===== src/rtl/full_xor_pipe.sv =====
// full_xor_pipe: refreshes N_SHARES Boolean shares with fresh randomness in
// log2(N_SHARES) butterfly layers, then registers the XOR of all shares.
// Valid/ready pipeline with collapsing bubbles, global enable, flush and
// asynchronous active-low reset.
module full_xor_pipe #(
  parameter int unsigned K_WIDTH  = 32,
  parameter int unsigned N_SHARES = 8,
  parameter int unsigned PIPE     = 1,
  localparam int unsigned LAYERS  = $clog2(N_SHARES),
  localparam int unsigned RANDNUM = LAYERS * N_SHARES / 2,
  localparam int unsigned NSTG    = ((PIPE != 0) ? LAYERS : 1) + 1
) (
  input  logic                         clk,
  input  logic                         rst_n,
  input  logic                         ena,
  input  logic                         flush,
  input  logic                         i_vld,
  output logic                         i_rdy,
  input  logic [K_WIDTH*N_SHARES-1:0]  i_x,
  input  logic [K_WIDTH*RANDNUM-1:0]   rnd,
  output logic [K_WIDTH-1:0]           o_z,
  output logic                         o_vld,
  input  logic                         o_rdy
);

  localparam int unsigned SW   = K_WIDTH * N_SHARES;      // one full share set
  localparam int unsigned LW   = K_WIDTH * N_SHARES / 2;  // rnd words of one layer
  localparam int unsigned LAST = NSTG - 1;                // output stage index

  if (!(N_SHARES == 2 || N_SHARES == 4 || N_SHARES == 8 || N_SHARES == 16 ||
        N_SHARES == 32)) begin : g_bad_shares
    $error("full_xor_pipe: N_SHARES must be a power of two from 2 to 32");
  end

  // Layer l pairs share lo with share lo + 2^l; pair i takes word i of the layer.
  function automatic logic [SW-1:0] refresh_layer(input logic [SW-1:0] x,
                                                  input logic [LW-1:0] r,
                                                  input int unsigned   l);
    logic [SW-1:0] y;
    int unsigned   lo;
    int unsigned   hi;
    y = x;
    for (int unsigned i = 0; i < N_SHARES / 2; i++) begin
      lo = ((i >> l) << (l + 1)) | (i & ((32'd1 << l) - 32'd1));
      hi = lo + (32'd1 << l);
      y[lo*K_WIDTH +: K_WIDTH] = y[lo*K_WIDTH +: K_WIDTH] ^ r[i*K_WIDTH +: K_WIDTH];
      y[hi*K_WIDTH +: K_WIDTH] = y[hi*K_WIDTH +: K_WIDTH] ^ r[i*K_WIDTH +: K_WIDTH];
    end
    return y;
  endfunction

  function automatic logic [SW-1:0] refresh_all(input logic [SW-1:0]              x,
                                                input logic [K_WIDTH*RANDNUM-1:0] r);
    logic [SW-1:0] y;
    y = x;
    for (int unsigned l = 0; l < LAYERS; l++) begin
      y = refresh_layer(y, r[l*LW +: LW], l);
    end
    return y;
  endfunction

  function automatic logic [K_WIDTH-1:0] xor_fold(input logic [SW-1:0] x);
    logic [K_WIDTH-1:0] acc;
    acc = '0;
    for (int unsigned s = 0; s < N_SHARES; s++) begin
      acc = acc ^ x[s*K_WIDTH +: K_WIDTH];
    end
    return acc;
  endfunction

  logic [NSTG-1:0]          v_q;
  logic [NSTG-1:0]          v_d;
  logic [NSTG-1:0]          load;   // stage captures its upstream this cycle
  logic [NSTG-1:0]          drain;  // stage hands its entry on this cycle
  logic [NSTG-1:0]          room;   // stage empty or draining
  logic                     go;
  logic                     clr;
  logic [NSTG-1:0][SW-1:0]  sh_at;  // [0] = i_x, [s+1] = share stage s
  logic [K_WIDTH-1:0]       oz_q;

  assign sh_at[0] = i_x;
  assign clr      = ena & flush;

  // Backward ready chain: a stage has room if empty or its entry moves on.
  always_comb begin
    go    = ena & ~flush & rst_n;
    drain = '0;
    room  = '0;
    load  = '0;
    drain[LAST] = go & v_q[LAST] & o_rdy;
    for (int s = int'(LAST); s >= 1; s--) begin
      room[s]    = ~v_q[s] | drain[s];
      load[s]    = go & v_q[s-1] & room[s];
      drain[s-1] = load[s];
    end
    room[0] = ~v_q[0] | drain[0];
    i_rdy   = go & room[0];
    load[0] = i_vld & i_rdy;
    v_d     = load | (v_q & ~drain);
  end

  // Valid bits: frozen when ena is low, cleared by flush.
  always_ff @(posedge clk or negedge rst_n) begin
    if (!rst_n) begin
      v_q <= '0;
    end else if (ena) begin
      if (flush) v_q <= '0;
      else       v_q <= v_d;
    end
  end

  if (PIPE != 0) begin : g_pipe
    // Triangular rnd chain: stage l receives the words of layers l..LAYERS-1.
    localparam int unsigned RIN = LW * LAYERS * (LAYERS + 1) / 2;
    logic [RIN-1:0] rin;

    assign rin[LW*LAYERS-1:0] = rnd;

    for (genvar l = 0; l < LAYERS; l++) begin : g_layer
      localparam int unsigned IOFF = LW * (l * (2 * LAYERS - l + 1) / 2);
      localparam int unsigned IW   = LW * (LAYERS - l);
      logic [SW-1:0] sh_q;

      // Share stage l holds the shares after layer l.
      always_ff @(posedge clk or negedge rst_n) begin
        if (!rst_n) begin
          sh_q <= '0;
        end else if (clr) begin
          sh_q <= '0;
        end else if (load[l]) begin
          sh_q <= refresh_layer(sh_at[l], rin[IOFF +: LW], l);
        end
      end
      assign sh_at[l+1] = sh_q;

      if (l < LAYERS - 1) begin : g_carry
        logic [IW-LW-1:0] rnd_q;

        // Only the words of later layers travel with the shares.
        always_ff @(posedge clk or negedge rst_n) begin
          if (!rst_n) begin
            rnd_q <= '0;
          end else if (clr) begin
            rnd_q <= '0;
          end else if (load[l]) begin
            rnd_q <= rin[IOFF+LW +: IW-LW];
          end
        end
        assign rin[IOFF+IW +: IW-LW] = rnd_q;
      end
    end
  end else begin : g_flat
    logic [SW-1:0] sh_q;

    // All layers applied combinationally ahead of a single share stage.
    always_ff @(posedge clk or negedge rst_n) begin
      if (!rst_n) begin
        sh_q <= '0;
      end else if (clr) begin
        sh_q <= '0;
      end else if (load[0]) begin
        sh_q <= refresh_all(sh_at[0], rnd);
      end
    end
    assign sh_at[1] = sh_q;
  end

  // Output stage: XOR of the fully refreshed shares.
  always_ff @(posedge clk or negedge rst_n) begin
    if (!rst_n) begin
      oz_q <= '0;
    end else if (clr) begin
      oz_q <= '0;
    end else if (load[LAST]) begin
      oz_q <= xor_fold(sh_at[LAST]);
    end
  end

  assign o_z   = oz_q;
  assign o_vld = v_q[LAST];

endmodule

===== config.mk =====
export PLATFORM = sky130hd
export DESIGN_NAME = full_xor_pipe
export DESIGN_NICKNAME = d
export VERILOG_FILES = /design/src/rtl/full_xor_pipe.sv
export SDC_FILE = /design/constraint.sdc
export NUM_CORES = 2
export LEC_CHECK = 0
export BUFFER_PORTS_ARGS = -buffer_cell sky130_fd_sc_hd__buf_2
export CORE_ASPECT_RATIO = 1.2
export CORE_MARGIN = 4
export CORE_UTILIZATION = 25
export CTS_BUF_LIST = sky130_fd_sc_hd__clkbuf_8
export CTS_CLUSTER_DIAMETER = 120
export DETAILED_ROUTE_END_ITERATION = 10
export GPL_TIMING_DRIVEN = 0
export PLACE_DENSITY = 0.53
export SYNTH_ARGS = -nofsm -noshare
export SYNTH_HDL_FRONTEND = slang
export SYNTH_SLANG_ARGS = --single-unit

===== constraint.sdc =====
create_clock -name clk -period 1.6 [get_ports clk]
set_input_delay 0.4 -clock clk [delete_from_list [all_inputs] [get_ports clk]]
set_output_delay 0.4 -clock clk [all_outputs]
set_load 0.005 [all_outputs]

# Word-level counts from Yosys, hierarchy flattened
# Cells that the tools add are included.
# W data, S select, Z words.
[totals]
input_bits = 646
ff_bits = 1188
[op_classes]
reduce_logical = 4
mux = 13
bitwise = 56
[op_table]
columns = ["cell", "n"]
rows = [
  ["$mux W256", 8],
  ["$xor A32 B32 Y32", 31],
  ["$mux W128", 2],
  ["$mux W32", 2],
  ["$and A1 B1 Y1", 13],
  ["$reduce_bool A2 Y1", 4],
  ["$not A1 Y1", 5],
  ["$and A4 B4 Y4", 1],
  ["$mux W4", 1],
  ["$not A4 Y4", 1],
  ["$or A1 B1 Y1", 4],
  ["$or A4 B4 Y4", 1],
]

# Logic depth before layout (Yosys ltp)
[logic_depth]
depth_word = 16
mapped_depth = 10

# Worst setup path before layout
# Ideal clock, no wire load.
[synth_timing]
path_kind = "input-to-reg"
from = "input port ena"
to = "register g_pipe.g_layer[0].g_carry.rnd_q[135]"
path_slack_ns = -0.130
path_buffers = 6
cell_stages = 10
arrival_ns = 1.613
cell_sequence = "buf_4 -> and3b_1 -> buf_4 -> o211ai_2 -> buf_4 -> buf_4 -> buf_6 -> buf_4 -> nand3_1 -> nand2_1"
[synth_between]
elab_chain_len = 14
[synth_lines]
columns = ["item", "line_no", "source"]
rows = [
  ["from (decl)", "15", "input logic ena,"],
  ["$and A1 B1 Y1 (2 in a row)", "86", "go = ena & ~flush & rst_n;"],
  ["$and A1 B1 Y1 (2 in a row)", "90", "drain[LAST] = go & v_q[LAST] & o_rdy;"],
  ["$or A1 B1 Y1", "92", "room[s] = ~v_q[s] | drain[s];"],
  ["$and A1 B1 Y1", "93", "load[s] = go & v_q[s-1] & room[s];"],
  ["$or A1 B1 Y1", "92", ""],
  ["$and A1 B1 Y1", "93", ""],
  ["$or A1 B1 Y1", "92", ""],
  ["$and A1 B1 Y1", "93", ""],
  ["$or A1 B1 Y1", "96", "room[0] = ~v_q[0] | drain[0];"],
  ["$and A1 B1 Y1", "97", "i_rdy = go & room[0];"],
  ["$and A1 B1 Y1", "98", "load[0] = i_vld & i_rdy;"],
  ["$reduce_bool A2 Y1 (no source line)", "n/a", ""],
  ["to (signal assigned)", "146", "rnd_q <= rin[IOFF+LW +: IW-LW];"],
  ["to (decl)", "137", "logic [IW-LW-1:0] rnd_q;"],
]
# Several ways; a longest one is shown, not always the timed one.
# A chain may end at the register's enable or synchronous reset.

# Worst setup path in the final report
[layout_timing]
from = "register v_q[2]"
to = "register g_pipe.g_layer[0].sh_q[12]"
[layout_between]
elab_chain_len = 10
[layout_lines]
columns = ["item", "line_no", "source"]
rows = [
  ["from (decl)", "71", "logic [NSTG-1:0] v_q;"],
  ["from (signal assigned)", "108", "else v_q <= v_d;"],
  ["$and A1 B1 Y1 (2 in a row)", "93", ""],
  ["$or A1 B1 Y1 (*)", "92", ""],
  ["$and A1 B1 Y1 (*)", "93", ""],
  ["$or A1 B1 Y1 (*)", "92", ""],
  ["$and A1 B1 Y1 (*)", "93", ""],
  ["$or A1 B1 Y1 (*)", "96", ""],
  ["$and A1 B1 Y1 (*)", "97", ""],
  ["$and A1 B1 Y1 (*)", "98", ""],
  ["$reduce_bool A2 Y1 (no source line) (*)", "n/a", ""],
  ["to (signal assigned)", "131", "sh_q <= refresh_layer(sh_at[l], rin[IOFF +: LW], l);"],
  ["to (decl)", "122", "logic [SW-1:0] sh_q;"],
]
# Mark *: on every way between the ends. The rest lies on a longest branch, timed or not.

==> results.cfg <==
[outcome]
status = finished, violations left
violations = setup timing

[critical_path]
cp.depth = 14
crit_top_cell = buf_12
crit_type = register to register
cp.buffers_inverters = 10
crit_required_ns = 2.45
path_cells = nand4b_4 > buf_4 > buf_6 > o211ai_4 > buf_12 > buf_12 > buf_12 > buf_16 > buf_12 > buf_4 > buf_6 > buf_12 > nand3_1 > o21ai_1
reg2regPathDepth = 14
crit_family = buffers and inverters
slowest_delay_ns = 0.39
worst_setup_path_start_kind = register
worstSetupEndpointType = register
crit_arrival_ns = 3.18
crit_path_top_delay_cell = dfrtp_2
crit_fanout = 6

[layout]
stdcell_area_um2 = 79200
drive_gt1_frac = 0.267
area_delta_synth_final_pct = 42.7
nets = 7739
stdcell_count = 10214
utilization = 0.359

[floorplan]
start_util = 0.251
num_io_pins = 680
row_count = 189
core_um2 = 221000
dieHeight_um = 524
die_x_um = 438
die-area_um2 = 230000

[timing]
slew_headroom = 0.0431
slew_viol_final = 0
fin_skew_ns = 0.0617
period_share = 1.45
hold_viol = 0
fin_ws_ns = -0.721
tightest_slew_ns = 1.44
rsz0062_at_grt = true
max_freq_mhz = 431
setup_viol = 1578
hold_slack_ns = 0.107
finalSetupTns_ns = -637.35
period_minus_slack_ns = 2.32

[cts]
cts_root_buf = clkbuf_8
clock_latency_ns = 0.97
cts_tree = done
clockBufferDepth = 3
clock_sinks = 1188
cts-htree-levels = 4
clkTransAtPathRegs_ns = 0.07
numCtsBuffers = 194

[route]
drcViolationCount = 0
first_pass_iters = 6
ant_nets = 0
routed-via-count = 48356
detail_route.wirelength_um = 269000
post_drt_via_cell_ratio = 4.73
drt-initial-drc-count = 3920
wl_per_cell_um = 26.3

[synthesis]
seq_area_frac_synth = 0.536
yosysUniqueCellTypes = 26
synth_top_area_frac = 0.536
ys_ff_latch = 1188
netlist_area_um2 = 55500
ys_warn_count = 0
avgSynthCellArea_um2 = 10.4
synth.top_cells.by_area = dfrtp_1, xnor2_1, a211oi_2
synth_cells = 5318
yosys.area.top_type = dfrtp_1
syn-num-nets = 5964

[global_routing]
grt.total_usage = 0.225
grt_pass1_vias = 49860
grt_pass1_wl_um = 366000
grt_max_degree = 157
gr-total-overflow = 0
antenna_found_initial = 19

[placement]
dpl.hpwl_um = 203000
dpl-instance-area_um2 = 63600
gp_congestion = 0.900
io_buffers = 678
dp.cells = 8965

[power]
peakVddDrop_mv = 0.857
leakage_nw = 34.6
power.density_nw_per_um2 = 929

[job]
maxCapViolCount = 0

[min_path]
hp-class = input port to async pin
==> cells by family (layout without fill, tap and decap cells) <==
group           Yosys count  in the layout  synth area share
simple gates           1932           1932             0.147
flops                  1188           1188             0.536
xor+xnor                992            992             0.157
compound gates          812            812             0.128
buf+inv                 394           2319            0.0331
other cells               0             11                 0
==> worst min-delay path, cell delays in order <==
cell	delay, ns
bufbuf_16	0.21
dlygate4sd3_1	0.59
buf_12	0.23
==> final timing paths <==
check / slack [ns] / startpoint / endpoint
max: -0.72 / v_q[2]$_DFFE_PN0P_ / g_pipe.g_layer[0].sh_q[12]$_DFFE_PN0P_
min: 0.11 / rst_n / g_pipe.g_layer[1].sh_q[237]$_DFFE_PN0P_
max reg2reg: -0.72 / v_q[2]$_DFFE_PN0P_ / g_pipe.g_layer[0].sh_q[12]$_DFFE_PN0P_
min reg2reg: 0.47 / g_pipe.g_layer[0].g_carry.rnd_q[131]$_DFFE_PN0P_ / g_pipe.g_layer[1].g_carry.rnd_q[3]$_DFFE_PN0P_
max in group asynchronous: -0.34 / rst_n / g_pipe.g_layer[0].g_carry.rnd_q[54]$_DFFE_PN0P_
min in group clk: 0.11 / flush / v_q[2]$_DFFE_PN0P_
==> routing by layer <==
layer  part of all wire  track usage  vias up
li1                   -            -    21493
met1               0.40        0.274    24311
met2               0.46        0.360     1889
met3              0.057       0.0406      653
met4              0.085        0.165       10
met5            0.00023            0        -
==> cells in the mapped netlist <==
| cell | count |
|---|---|
| o211ai_2 | 1 |
| and3_4 | 1 |
| nor2_1 | 448 |
| o21a_1 | 1 |
| nand2_1 | 774 |
| buf_6 | 8 |
| buf_4 | 25 |
| a211oi_2 | 349 |
| o211a_1 | 3 |
| o21ai_1 | 1 |
| buf_1 | 24 |
| inv_1 | 2 |
| xor2_1 | 32 |
| nand4b_2 | 1 |
| and2_1 | 1 |
| and3b_1 | 2 |
| a211oi_1 | 99 |
| a22o_1 | 33 |
| clkbuf_1 | 171 |
| xnor2_1 | 960 |
| buf_2 | 164 |
| nand3_1 | 705 |
| o22ai_1 | 2 |
| dfrtp_1 | 1188 |
| a32oi_1 | 2 |
| o21ai_0 | 321 |
==> through the flow <==
stage | power [mW] | setup WS, ns
after floorplan | 38.7 | -0.0623
after global placement | 43.2 | -26.72
after detailed placement | 43.9 | -3.20
after CTS | 73.8 | -0.778
after global routing | 76.2 | -0.757
final | 73.6 | -0.721
==> final cells by class <==
type	instances	area (um^2)
buffer	391	2960
antenna	11	27.5
inverter	2	7.51
fill	22250	142000
timing repair buffer	1580	13700
sequential	1188	29700
clock buffer	249	3430
tap	2960	3700
clock inverter	97	493
multi-input combinational	3736	25200
==> power breakdown <==
group          switching, mW  internal (mW)
registers               1.99           31.7
logic                   6.56           5.99
clock network           13.2           14.1
==> flip-flops by register name, indices dropped and copies added (netlist names) <==
signal	flops
g_pipe.g_layer.g_carry.rnd_q	384
g_pipe.g_layer.sh_q	768
o_z	32
v_q	4
==> cell usage in the layout (no fill, tap or decap), types with 3 or more instances in the layout <==
master and instances:
dfrtp_1 1187, xnor2_1 960, buf_2 782, dlygate4sd3_1 781, nand2_1 768, nand3_1 501
nor2_1 440, a211oi_2 349, clkbuf_8 252, o21ai_1 201, nand3_2 199, clkbuf_1 111
a211oi_1 99, o21ai_0 95, inv_1 75, buf_12 66, buf_4 45, clkbuf_2 40
buf_16 33, a22o_1 33, xor2_1 32, buf_6 26, o21ai_2 26, clkbuf_16 26
buf_8 19, buf_1 16, clkbuf_4 13, diode_2 11, bufbuf_16 10, nor2_2 8
clkinv_2 8, nand2_2 6, nand3_4 5, inv_6 5, clkinvlp_4 5, o211a_1 3
==> timing repair <==
item,4_1_cts,5_1_grt
hold buffers,787,1
gates resized for setup,513,248
cloned,30,21
pin swaps,52,63
endpoints found under the hold margin,983,90
setup buffers,48,19
setup endpoints to repair,1399,1769
Note: power is estimated with default switching activity, not from simulation.
